--- src/rtl/uart_apb_regif.sv ---
`timescale 1ns/1ps
`default_nettype none
// +-----------------------------------------------------------------------------+
// | uart_apb_regif : APB3 register front end and strobe generator for CoreUART  |
// | Rev 1.0 - initial release                                                   |
// +-----------------------------------------------------------------------------+
module uart_apb_regif #(
  parameter bit          FIXEDMODE      = 1'b0,
  parameter logic [12:0] BAUD_VALUE     = 13'd1,
  parameter logic [2:0]  BAUD_FRACTION  = 3'd0,
  parameter bit          BIT8_DEF       = 1'b1,
  parameter bit          PARITY_EN_DEF  = 1'b0,
  parameter bit          ODD_N_EVEN_DEF = 1'b0
) (
  input  logic        CLK,
  input  logic        aresetn,
  input  logic        PSEL,
  input  logic        PENABLE,
  input  logic        PWRITE,
  input  logic [4:0]  PADDR,
  input  logic [7:0]  PWDATA,
  output logic [7:0]  PRDATA,
  output logic        PREADY,
  output logic        PSLVERR,
  output logic        UART_CSN,
  output logic        UART_WEN,
  output logic        UART_OEN,
  output logic [7:0]  UART_DATA_IN,
  input  logic [7:0]  UART_DATA_OUT,
  output logic [12:0] BAUD_VAL,
  output logic [2:0]  BAUD_VAL_FRACTION,
  output logic        BIT8,
  output logic        PARITY_EN,
  output logic        ODD_N_EVEN,
  input  logic        TXRDY,
  input  logic        RXRDY,
  input  logic        PARITY_ERR,
  input  logic        OVERFLOW,
  input  logic        FRAMING_ERR,
  output logic        IRQ
);

  localparam logic [2:0] c_A_TXDATA   = 3'd0;
  localparam logic [2:0] c_A_RXDATA   = 3'd1;
  localparam logic [2:0] c_A_CTRL1    = 3'd2;
  localparam logic [2:0] c_A_CTRL2    = 3'd3;
  localparam logic [2:0] c_A_STATUS   = 3'd4;
  localparam logic [2:0] c_A_IRQ_EN   = 3'd5;
  localparam logic [2:0] c_A_IRQ_STAT = 3'd6;
  localparam logic [2:0] c_A_CTRL3    = 3'd7;

  localparam logic [0:0] c_IDLE   = 1'b0;
  localparam logic [0:0] c_RD_CAP = 1'b1;

  logic [0:0]  state_q, state_d;
  logic        csn_q, csn_d, wen_q, wen_d, oen_q, oen_d;
  logic [7:0]  rd_hold_q, txd_q;
  logic [12:0] baud_q;
  logic [2:0]  frac_q;
  logic        bit8_q, par_q, odd_q;
  logic [4:0]  irq_en_q, irq_stat_q, irq_stat_d, stat_prev_q;
  logic        irq_q;

  logic [2:0]  w_sel;
  logic        w_idle, w_access, w_wr, w_rd, w_rx_rd, w_wr_err, w_wr_ok, w_tx_wr;
  logic [4:0]  w_stat_in, w_w1c;
  logic [7:0]  w_rdata;
  logic        w_unused;

  assign w_sel    = PADDR[4:2];
  assign w_unused = &{1'b0, PADDR[1:0]};
  assign w_idle   = (state_q == c_IDLE);
  assign w_access = PSEL & PENABLE;
  // Side effects only in IDLE: an access seen in RD_CAP is the completing RX read.
  assign w_wr     = w_access &  PWRITE & w_idle;
  assign w_rd     = w_access & ~PWRITE & w_idle;
  assign w_rx_rd  = w_rd & (w_sel == c_A_RXDATA);
  assign w_wr_err = w_wr & ((w_sel == c_A_RXDATA) | (w_sel == c_A_STATUS) |
                            (FIXEDMODE & ((w_sel == c_A_CTRL1) | (w_sel == c_A_CTRL2) |
                                          (w_sel == c_A_CTRL3))));
  assign w_wr_ok  = w_wr & ~w_wr_err;
  assign w_tx_wr  = w_wr_ok & (w_sel == c_A_TXDATA);

  assign w_stat_in = {FRAMING_ERR, OVERFLOW, PARITY_ERR, RXRDY, TXRDY};
  assign w_w1c     = (w_wr_ok && (w_sel == c_A_IRQ_STAT)) ? PWDATA[4:0] : 5'd0;
  assign irq_stat_d = (irq_stat_q & ~w_w1c) | (w_stat_in & ~stat_prev_q);

  always_ff @(posedge CLK or negedge aresetn) begin
    if (!aresetn) state_q <= c_IDLE;
    else          state_q <= state_d;
  end

  always_comb begin
    state_d = state_q;
    case (state_q)
      c_IDLE:   if (w_rx_rd) state_d = c_RD_CAP;
      c_RD_CAP: state_d = c_IDLE;
      default:  state_d = c_IDLE;
    endcase
  end

  always_comb begin
    PREADY  = ~w_rx_rd;
    PSLVERR = w_wr_err | (w_rd & (w_sel == c_A_TXDATA));
    csn_d   = 1'b1;
    wen_d   = 1'b1;
    oen_d   = 1'b1;
    if (w_rx_rd) begin
      csn_d = 1'b0;
      oen_d = 1'b0;
    end
    if (w_tx_wr) begin
      csn_d = 1'b0;
      wen_d = 1'b0;
    end
  end

  always_comb begin
    w_rdata = 8'h00;
    case (w_sel)
      c_A_CTRL1:    w_rdata = baud_q[7:0];
      c_A_CTRL2:    w_rdata = {baud_q[12:8], odd_q, par_q, bit8_q};
      c_A_STATUS:   w_rdata = {3'b000, w_stat_in};
      c_A_IRQ_EN:   w_rdata = {3'b000, irq_en_q};
      c_A_IRQ_STAT: w_rdata = {3'b000, irq_stat_q};
      c_A_CTRL3:    w_rdata = {5'b00000, frac_q};
      default:      w_rdata = 8'h00;
    endcase
  end

  // RX data holds on the bus from RD_CAP until another register read replaces it.
  assign PRDATA = (w_rd && (w_sel != c_A_RXDATA)) ? w_rdata : rd_hold_q;

  always_ff @(posedge CLK or negedge aresetn) begin
    if (!aresetn) begin
      csn_q       <= 1'b1;
      wen_q       <= 1'b1;
      oen_q       <= 1'b1;
      rd_hold_q   <= 8'h00;
      txd_q       <= 8'h00;
      baud_q      <= BAUD_VALUE;
      frac_q      <= BAUD_FRACTION;
      bit8_q      <= BIT8_DEF;
      par_q       <= PARITY_EN_DEF;
      odd_q       <= ODD_N_EVEN_DEF;
      irq_en_q    <= 5'd0;
      irq_stat_q  <= 5'd0;
      stat_prev_q <= 5'd0;
      irq_q       <= 1'b0;
    end else begin
      csn_q       <= csn_d;
      wen_q       <= wen_d;
      oen_q       <= oen_d;
      stat_prev_q <= w_stat_in;
      irq_stat_q  <= irq_stat_d;
      irq_q       <= |(irq_stat_q & irq_en_q);
      if (w_rx_rd) rd_hold_q <= UART_DATA_OUT;
      if (w_tx_wr) txd_q <= PWDATA;
      if (w_wr_ok) begin
        case (w_sel)
          c_A_CTRL1:  baud_q[7:0] <= PWDATA;
          c_A_CTRL2: begin
            baud_q[12:8] <= PWDATA[7:3];
            odd_q        <= PWDATA[2];
            par_q        <= PWDATA[1];
            bit8_q       <= PWDATA[0];
          end
          c_A_IRQ_EN: irq_en_q <= PWDATA[4:0];
          c_A_CTRL3:  frac_q   <= PWDATA[2:0];
          default: ;
        endcase
      end
    end
  end

  assign UART_CSN          = csn_q;
  assign UART_WEN          = wen_q;
  assign UART_OEN          = oen_q;
  assign UART_DATA_IN      = txd_q;
  assign BAUD_VAL          = baud_q;
  assign BAUD_VAL_FRACTION = frac_q;
  assign BIT8              = bit8_q;
  assign PARITY_EN         = par_q;
  assign ODD_N_EVEN        = odd_q;
  assign IRQ               = irq_q;

endmodule
`default_nettype wire

--- config.mk ---
export PLATFORM = sky130hd
export DESIGN_NAME = uart_apb_regif
export DESIGN_NICKNAME = d
export VERILOG_FILES = /design/src/rtl/uart_apb_regif.sv
export SDC_FILE = /design/constraint.sdc
export NUM_CORES = 1
export LEC_CHECK = 0
export BUFFER_PORTS_ARGS = -buffer_cell sky130_fd_sc_hd__buf_2
export CAP_MARGIN = 25
export CORE_ASPECT_RATIO = 1.2
export CORE_MARGIN = 1.5
export CORE_UTILIZATION = 51
export CTS_CLUSTER_DIAMETER = 120
export DETAILED_ROUTE_END_ITERATION = 12
export PLACE_DENSITY = 0.79
export SYNTH_ARGS = -nofsm -noshare
export SYNTH_HDL_FRONTEND = slang
export SYNTH_SLANG_ARGS = --single-unit
--- constraint.sdc ---
create_clock -name CLK -period 3.7 [get_ports CLK]
set_clock_uncertainty 0.1 [all_clocks]
set_input_delay 1.11 -clock CLK [delete_from_list [all_inputs] [get_ports CLK]]
set_output_delay 1.11 -clock CLK [all_outputs]
set_load 0.02 [all_outputs]
==> out/metrics.csv, run 1 <==
stage,metric,value,unit
worst_setup_path,cp_cell_sequence,buf_2 > nand2_1 > or3_2 > or3_1 > a21oi_2 > buf_4,
worst_setup_path,cp.required,2.49,ns
drt,dr.pass1.iters,4,
sta,finalCritPeriodShare,0.9867,
synth,yosys_warnings,0,
power_and_ir_drop,power,1498,uW
synth,synth.avg_cell_area,13.20,um2
synth,synth_ff_type,dfrtp_1,
sta,finalMaxSlewViolations,0,
power_and_ir_drop,seqPwrFrac,0.506,
die,die_h,79.83,um
die,coreArea,4662,um2
sta,slew_headroom,0.5328,
sta,max_freq,273.9,MHz
global_routing,track_usage,0.2288,
global_routing,grt_pass1_wl,8.963,mm
worst_setup_path,critical_path_class,input pin to primary output,
die,dieArea,5351,um2
synth,seq_area_frac_synth,0.5511,
worst_setup_path,end_kind,primary output,
synth,synth_cells,190,
finish,nets,303,
run_status,status,"complete, no violations",
worst_hold_path,whs_path_depth,1,
worst_hold_path,hold_class,flip-flop to flip-flop,
finish,n_fill_cell,373,
drt,wl_per_cell,16.68,um
cts,root_buffer,clkbuf_8,
worst_hold_path,worst_hold_startpoint,UART_DATA_IN[6],
worst_setup_path,slowest_stage,or3_2,
global_routing,grt_pass1_vias,1820,
drt,drc,0,
cts,clk_latency,0.30,ns
worst_setup_path,crit_arrival,2.44,ns
place,place_hpwl,4.189,mm
worst_setup_path,cp-start-kind,input pin,
sta,setup_violations,0,
die,pin_count,72,
place,dp_worst_setup_slack,0.05795,ns
drt,drt-initial-drc-count,170,
cts,cts_tree,built,
worst_setup_path,worstReg2RegEnd,UART_DATA_IN[0],
finish,diodes,0,
finish,syn2layout_area_growth,23.74,%
cts,cts_setup_buffers,0,
cts,cts_buffer_depth,2,
synth,synth_area,2509,um2
worst_setup_path,reg2reg_from,state_q,
drt,final_antenna_net_count,0,
cts,path_clk_slew,0.09,ns
power_and_ir_drop,p_sw,468.3,uW
synth,synthesis.nets,221,
power_and_ir_drop,intPower,1030,uW
power_and_ir_drop,p_per_area,482.6,nW/um2
synth,ys_ff_latch,55,
drt,vias,1866,
power_and_ir_drop,p_sw_frac,0.3126,
global_routing,grt_overflow,0,
sta,fin_ws,0.04928,ns
sta,hold_violations,0,
place,io_buffer_count,69,
place,gp_congestion,0.8286,
synth,synthDistinctLibCells,32,
power_and_ir_drop,p_leak,0.001525,uW
cts,htreeDepth,2,
drt,wirelength,5.522,mm
sta,tightest_slew,0.6955,ns
die,start_util,0.5381,
die,std_cell_rows,27,
worst_setup_path,crit_fanout,4,
global_routing,antenna_found_initial,0,
cts,cts_buffers,5,
synth,ys_async_sr_fraction,1.000,
cts,numClockSinks,55,
drt,vias_per_cell,5.637,
sta,period_minus_slack,3.651,ns
synth,synth-edff-count,0,
global_routing,grt_max_degree,56,
worst_setup_path,cp_slowest_stage_delay,0.46,ns
finish,drive_gt1_frac,0.5348,
worst_setup_path,r2r_cells,3,
worst_setup_path,rrSetupSlack,1.85,ns
power_and_ir_drop,ir_worst_vdd,0.3024,mV
die,fp.dieW,67.03,um
power_and_ir_drop,clkPwrFrac,0.225,
worst_hold_path,hold_end,UART_DATA_IN[6],
finish,layout_commonest_cell,buf_2,
finish,final_cell_mix,"buf_2 (68), dfrtp_1 (50), mux2_2 (45), nand2_1 (15), buf_4 (13)",
power_and_ir_drop,combPwrFrac,0.269,
flow_run,drv_cap,0,
## state kept, by name (all words and copies together) (netlist names)
name / cells
state_q: 1
PARITY_EN: 1
UART_DATA_IN: 8
irq_stat_q: 5
UART_CSN: 1
IRQ: 1
UART_WEN: 1
irq_en_q: 5
stat_prev_q: 5
BIT8: 1
rd_hold_q: 8
UART_OEN: 1
BAUD_VAL_FRACTION: 3
ODD_N_EVEN: 1
BAUD_VAL: 13
## worst max-delay path: cells and delay by family
kind / cells / cell delay [ns]
AO/OA/AOI/OAI: 1 / 0.18
buffers and inverters: 2 / 0.28
AND/OR/NAND/NOR: 3 / 0.88
## per-layer routing
metal  share of wire  vias to the layer above  routed length [um]  track usage
met4           0.022                        0                 119      0.08367
met3           0.071                       10                 393      0.05360
met5               0                        -                   0            0
li1                -                      868                   -            -
met1            0.39                      912                2149       0.2946
met2            0.52                       76                2859       0.3733
## through the flow
step	area, um2	hold WS, ns	TNS, ns	cells	utilization
floorplan	2509	0.3773	0	190	-
finish	3104	0.4100	0	331	0.6659
CTS	3098	0.4132	0	331	0.6645
global route	3104	0.4253	-0.02153	331	0.6659
global placement	3003	0.3852	0	323	0.6441
detailed placement	3003	0.3897	0	323	0.6441
## layout make-up
class | instances | area [um2] | share of cell area
clock buffer | 7 | 86.33 | 0.02781
multi-input combinational | 120 | 1066 | 0.3434
timing repair buffer | 82 | 457.9 | 0.1475
inverter | 8 | 30.03 | 0.009674
tap | 58 | 72.57 | 0.02338
clock inverter | 1 | 8.758 | 0.002821
sequential | 55 | 1383 | 0.4454
## cells in the mapped netlist, types with 3 or more instances
master      n  share of area
a222oi_1    5          0.020
a22o_1      5          0.017
buf_2       6          0.012
dfrtp_1    50           0.50
dfstp_2     5          0.052
inv_1       8          0.012
mux2_2     45           0.20
mux2i_1     7          0.028
nand2_1    15          0.022
nand3_1     3         0.0060
nor2_1      3         0.0045
nor3_1      4         0.0080
o21ai_0     5          0.010
o2bb2ai_1   7          0.024
## logic make-up (layout without fill, tap and decap cells)
family | Yosys count | after routing | synth area share
AOI/OAI and AO/OA | 27 | 27 | 0.08578
xor gates and xnor gates | 2 | 2 | 0.006984
buffers and inverters | 15 | 98 | 0.02544
DFF | 55 | 55 | 0.5511
muxes | 52 | 52 | 0.2299
and+or+nand+nor | 39 | 39 | 0.1008
## worst max path at each step
stage | startpoint | end | slack [ns] | depth (start not counted)
after CTS | PSEL | PSLVERR | 0.06 | 6
after detailed placement | PSEL | PSLVERR | 0.06 | 6
after global placement | PADDR[2] | PRDATA[0] | 0.08 | 7
after global routing | PSEL | PSLVERR | -0.02 | 6
final | PSEL | PSLVERR | 0.05 | 6
after floorplan | PSEL | PSLVERR | 0.19 | 4
## power by group through the flow
stage,Clock [uW],Combinational [uW],Sequential [uW]
after detailed placement,0,407,770
after global placement,0,399,763
final,337,403,758
after CTS,347,408,758
after global routing,370,434,770
after floorplan,0,174,835
## repair_timing
action | CTS | global route
resized for setup | 0 | 2
hold endpoints to repair | 0 | 0
hold buffers | 0 | 0
setup endpoints to repair | 0 | 1
Note: power is estimated with default switching activity, not from simulation.
==> run 2, diff against run 1 <==
- SETUP_SLACK_MARGIN: not set -> 0.2
==> run 2 against run 1 <==
Critical path depth up 1. Clock-buffer cell count is the same. Cell area rose by 1.2%. Clock power decreased by 4%. Setup slack improved by 0.15 ns. Sequential cell count unchanged. Utilization increased by 0.81 points. Register-to-register slack lost 0.02 ns. Via count fell by 0.38%. Worst hold slack about the same. Total power down 0.29%. Non-clock buffer count grew 1. Highest routed layer unchanged.
==> out/metrics.csv, run 2 (synthesis results as in run 1) <==
stage,metric,value,unit,change
sta,slew_headroom,0.5516,,was 0.5328
worst_hold_path,hold_class,flip-flop to flip-flop,,unchanged
drt,drc,0,,unchanged
drt,vias_per_cell,5.599,,was 5.637
drt,vias,1859,,"was 1,866"
drt,dr.pass1.iters,4,,unchanged
finish,diodes,0,,unchanged
place,gp_congestion,0.8715,,was 0.8286
power_and_ir_drop,p_sw,472.6,uW,was 468.3 uW
finish,syn2layout_area_growth,25.24,%,was 23.74%
global_routing,grt_overflow,0,,unchanged
power_and_ir_drop,power,1494,uW,was 1498 uW
finish,multi_input_area,1091,um2,was 1066 um2
die,std_cell_rows,27,,unchanged
global_routing,grt_max_degree,56,,unchanged
finish,final_util,0.6739,,was 0.6659
place,place_hpwl,4.115,mm,was 4.189 mm
sta,finalMaxSlewViolations,0,,unchanged
global_routing,antenna_found_initial,0,,unchanged
die,pin_count,72,,unchanged
worst_setup_path,crit_fanout,10,,was 4
power_and_ir_drop,combPwrFrac,0.276,,was 0.269
die,dieArea,5351,um2,unchanged
sta,max_freq,285.9,MHz,was 273.9 MHz
worst_setup_path,crit_arrival,2.29,ns,was 2.44 ns
power_and_ir_drop,clkPwrFrac,0.218,,was 0.225
global_routing,track_usage,0.2246,,was 0.2288
worst_setup_path,cp-start-kind,input pin,,unchanged
cts,holdBufCountCts,0,,unchanged
cts,htreeDepth,2,,unchanged
worst_setup_path,crit_top_cell,buf_4,,
finish,n_fill_cell,366,,was 373
place,placed_area,3002,um2,was 3003 um2
worst_setup_path,cp_slowest_stage_delay,0.29,ns,was 0.46 ns
die,coreArea,4662,um2,unchanged
worst_setup_path,critical_path_class,input pin to primary output,,unchanged
sta,setup-tns-final,0,ns,unchanged
worst_setup_path,cp_cell_sequence,buf_4 > nor2b_1 > buf_4 > a21oi_2 > o21ai_0 > a221o_1 > buf_2,,was buf_2 > nand2_1 > or3_2 > or3_1 > a21oi_2 > buf_4
sta,setup_violations,0,,unchanged
cts,path_clk_slew,0.09,ns,about the same
drt,final_antenna_net_count,0,,unchanged
cts,cts_buffer_depth,2,,unchanged
power_and_ir_drop,p_per_area,475.4,nW/um2,was 482.6 nW/um2
global_routing,grt_pass1_wl,8.825,mm,was 8.963 mm
sta,tightest_slew,0.6676,ns,was 0.6955 ns
worst_setup_path,path_buf_inv,3,,was 2
power_and_ir_drop,p_leak,0.001535,uW,was 0.001525 uW
cts,clk_latency,0.31,ns,was 0.30 ns
sta,finalCritPeriodShare,0.9452,,was 0.9867
finish,stdcell_area,3142,um2,was 3104 um2
finish,nets,304,,was 303
sta,rsz0062_at_grt,true,,
power_and_ir_drop,seqPwrFrac,0.506,,about the same
worst_setup_path,cp.required,2.49,ns,about the same
sta,hold_violations,0,,unchanged
place,io_buffer_count,69,,unchanged
finish,regArea,1383,um2,unchanged
run_status,status,"complete, no violations",,unchanged
worst_setup_path,slowest_stage,a221o_1,,was or3_2
drt,wirelength,5.561,mm,was 5.522 mm
drt,drt-initial-drc-count,122,,was 170
drt,wl_per_cell,16.75,um,was 16.68 um
cts,cts_buffers,5,,unchanged
die,die_h,79.83,um,unchanged
cts,root_buffer,clkbuf_8,,unchanged
die,fp.dieW,67.03,um,unchanged
power_and_ir_drop,p_sw_frac,0.3164,,was 0.3126
flow_run,drv_cap,0,,unchanged
finish,drive_gt1_frac,0.5511,,was 0.5348
die,start_util,0.5381,,unchanged
power_and_ir_drop,ir_worst_vdd,0.2983,mV,was 0.3024 mV
worst_setup_path,end_kind,primary output,,unchanged
sta,period_minus_slack,3.497,ns,was 3.651 ns
cts,cts_tree,built,,unchanged
finish,layout_commonest_cell,buf_2,,unchanged
cts,numClockSinks,55,,unchanged
global_routing,grt_pass1_vias,1783,,"was 1,820"
finish,final_cell_mix,"buf_2 (60), dfrtp_1 (50), mux2_2 (45), buf_4 (21), nand2_1 (13)",,"was buf_2 (68), dfrtp_1 (50), mux2_2 (45), nand2_1 (15), buf_4 (13)"
worst_setup_path,crit_family,compound AO/OA/AOI/OAI gates,,was simple AND/OR/NAND/NOR gates
finish,largest_reg_flops,13,,unchanged
power_and_ir_drop,intPower,1021,uW,was 1030 uW
run 2: cell types whose count changed in the layout (fill, tap and decap cells not counted), sizes merged:
cell	before	now
buf	82	83
clkinv	1	0
inv	8	9
run 2: timing repair:
action                     CTS  global route
resized for setup           11             8
setup endpoints to repair    9             9
hold endpoints to repair     0             0
setup buffers                0             0
pin swaps                    4             4
run 2: metal layers:
metal / part of all wire / GRT usage / up-vias
met3: 0.045 / 0.04795 / 12
met4: 0.023 / 0.08571 / 0
li1: - / - / 866
met1: 0.42 / 0.2984 / 930
met5: 0 / 0 / -
met2: 0.51 / 0.3574 / 51
run 2: per-stage QoR:
stage	cells	setup slack, ns	hold slack, ns
global placement	324	0.06804	0.3852
floorplan	190	0.2266	0.3773
finish	332	0.2027	0.4104
global route	332	0.1767	0.4275
detailed placement	324	0.06142	0.3900
CTS	332	0.1619	0.4141
run 2: worst reg2reg max path: cells and delay by family, from the launching register on:
kind	cells	cell delay, ns
flops	1	0.44
mux	1	0.42
simple gates	2	0.81
run 2: layout make-up:
class,count,area share
Multi-Input combinational cell,120,0.3473
Timing Repair Buffer,83,0.1529
Clock buffer,7,0.02429
Sequential cell,55,0.4401
Inverter,8,0.009558
Tap cell,58,0.02310
Clock inverter,1,0.002788
run 2: path summary, 6_finish.rpt:
| kind | from | slack [ns] | end | cells past startpoint |
|---|---|---|---|---|
| max in group asynchronous | aresetn | 2.24 | irq_en_q[1] | 2 |
| min in group asynchronous | aresetn | 0.81 | rd_hold_q[5] | 2 |
| worst max-delay path | PADDR[4] | 0.20 | PRDATA[3] | 7 |
| worst min register to register | UART_DATA_IN[7] | 0.41 | UART_DATA_IN[7] | 1 |
| worst min-delay path | UART_DATA_IN[7] | 0.41 | UART_DATA_IN[7] | 1 |
| worst max register to register | state_q | 1.83 | UART_DATA_IN[0] | 3 |
run 2: power by group through the flow:
stage                     clock (uW)  sequential, uW  combinational, uW
after floorplan                    0             835                175
after global placement             0             763                399
after detailed placement           0             767                405
after CTS                        335             756                411
after global routing             361             769                441
final                            325             756                413
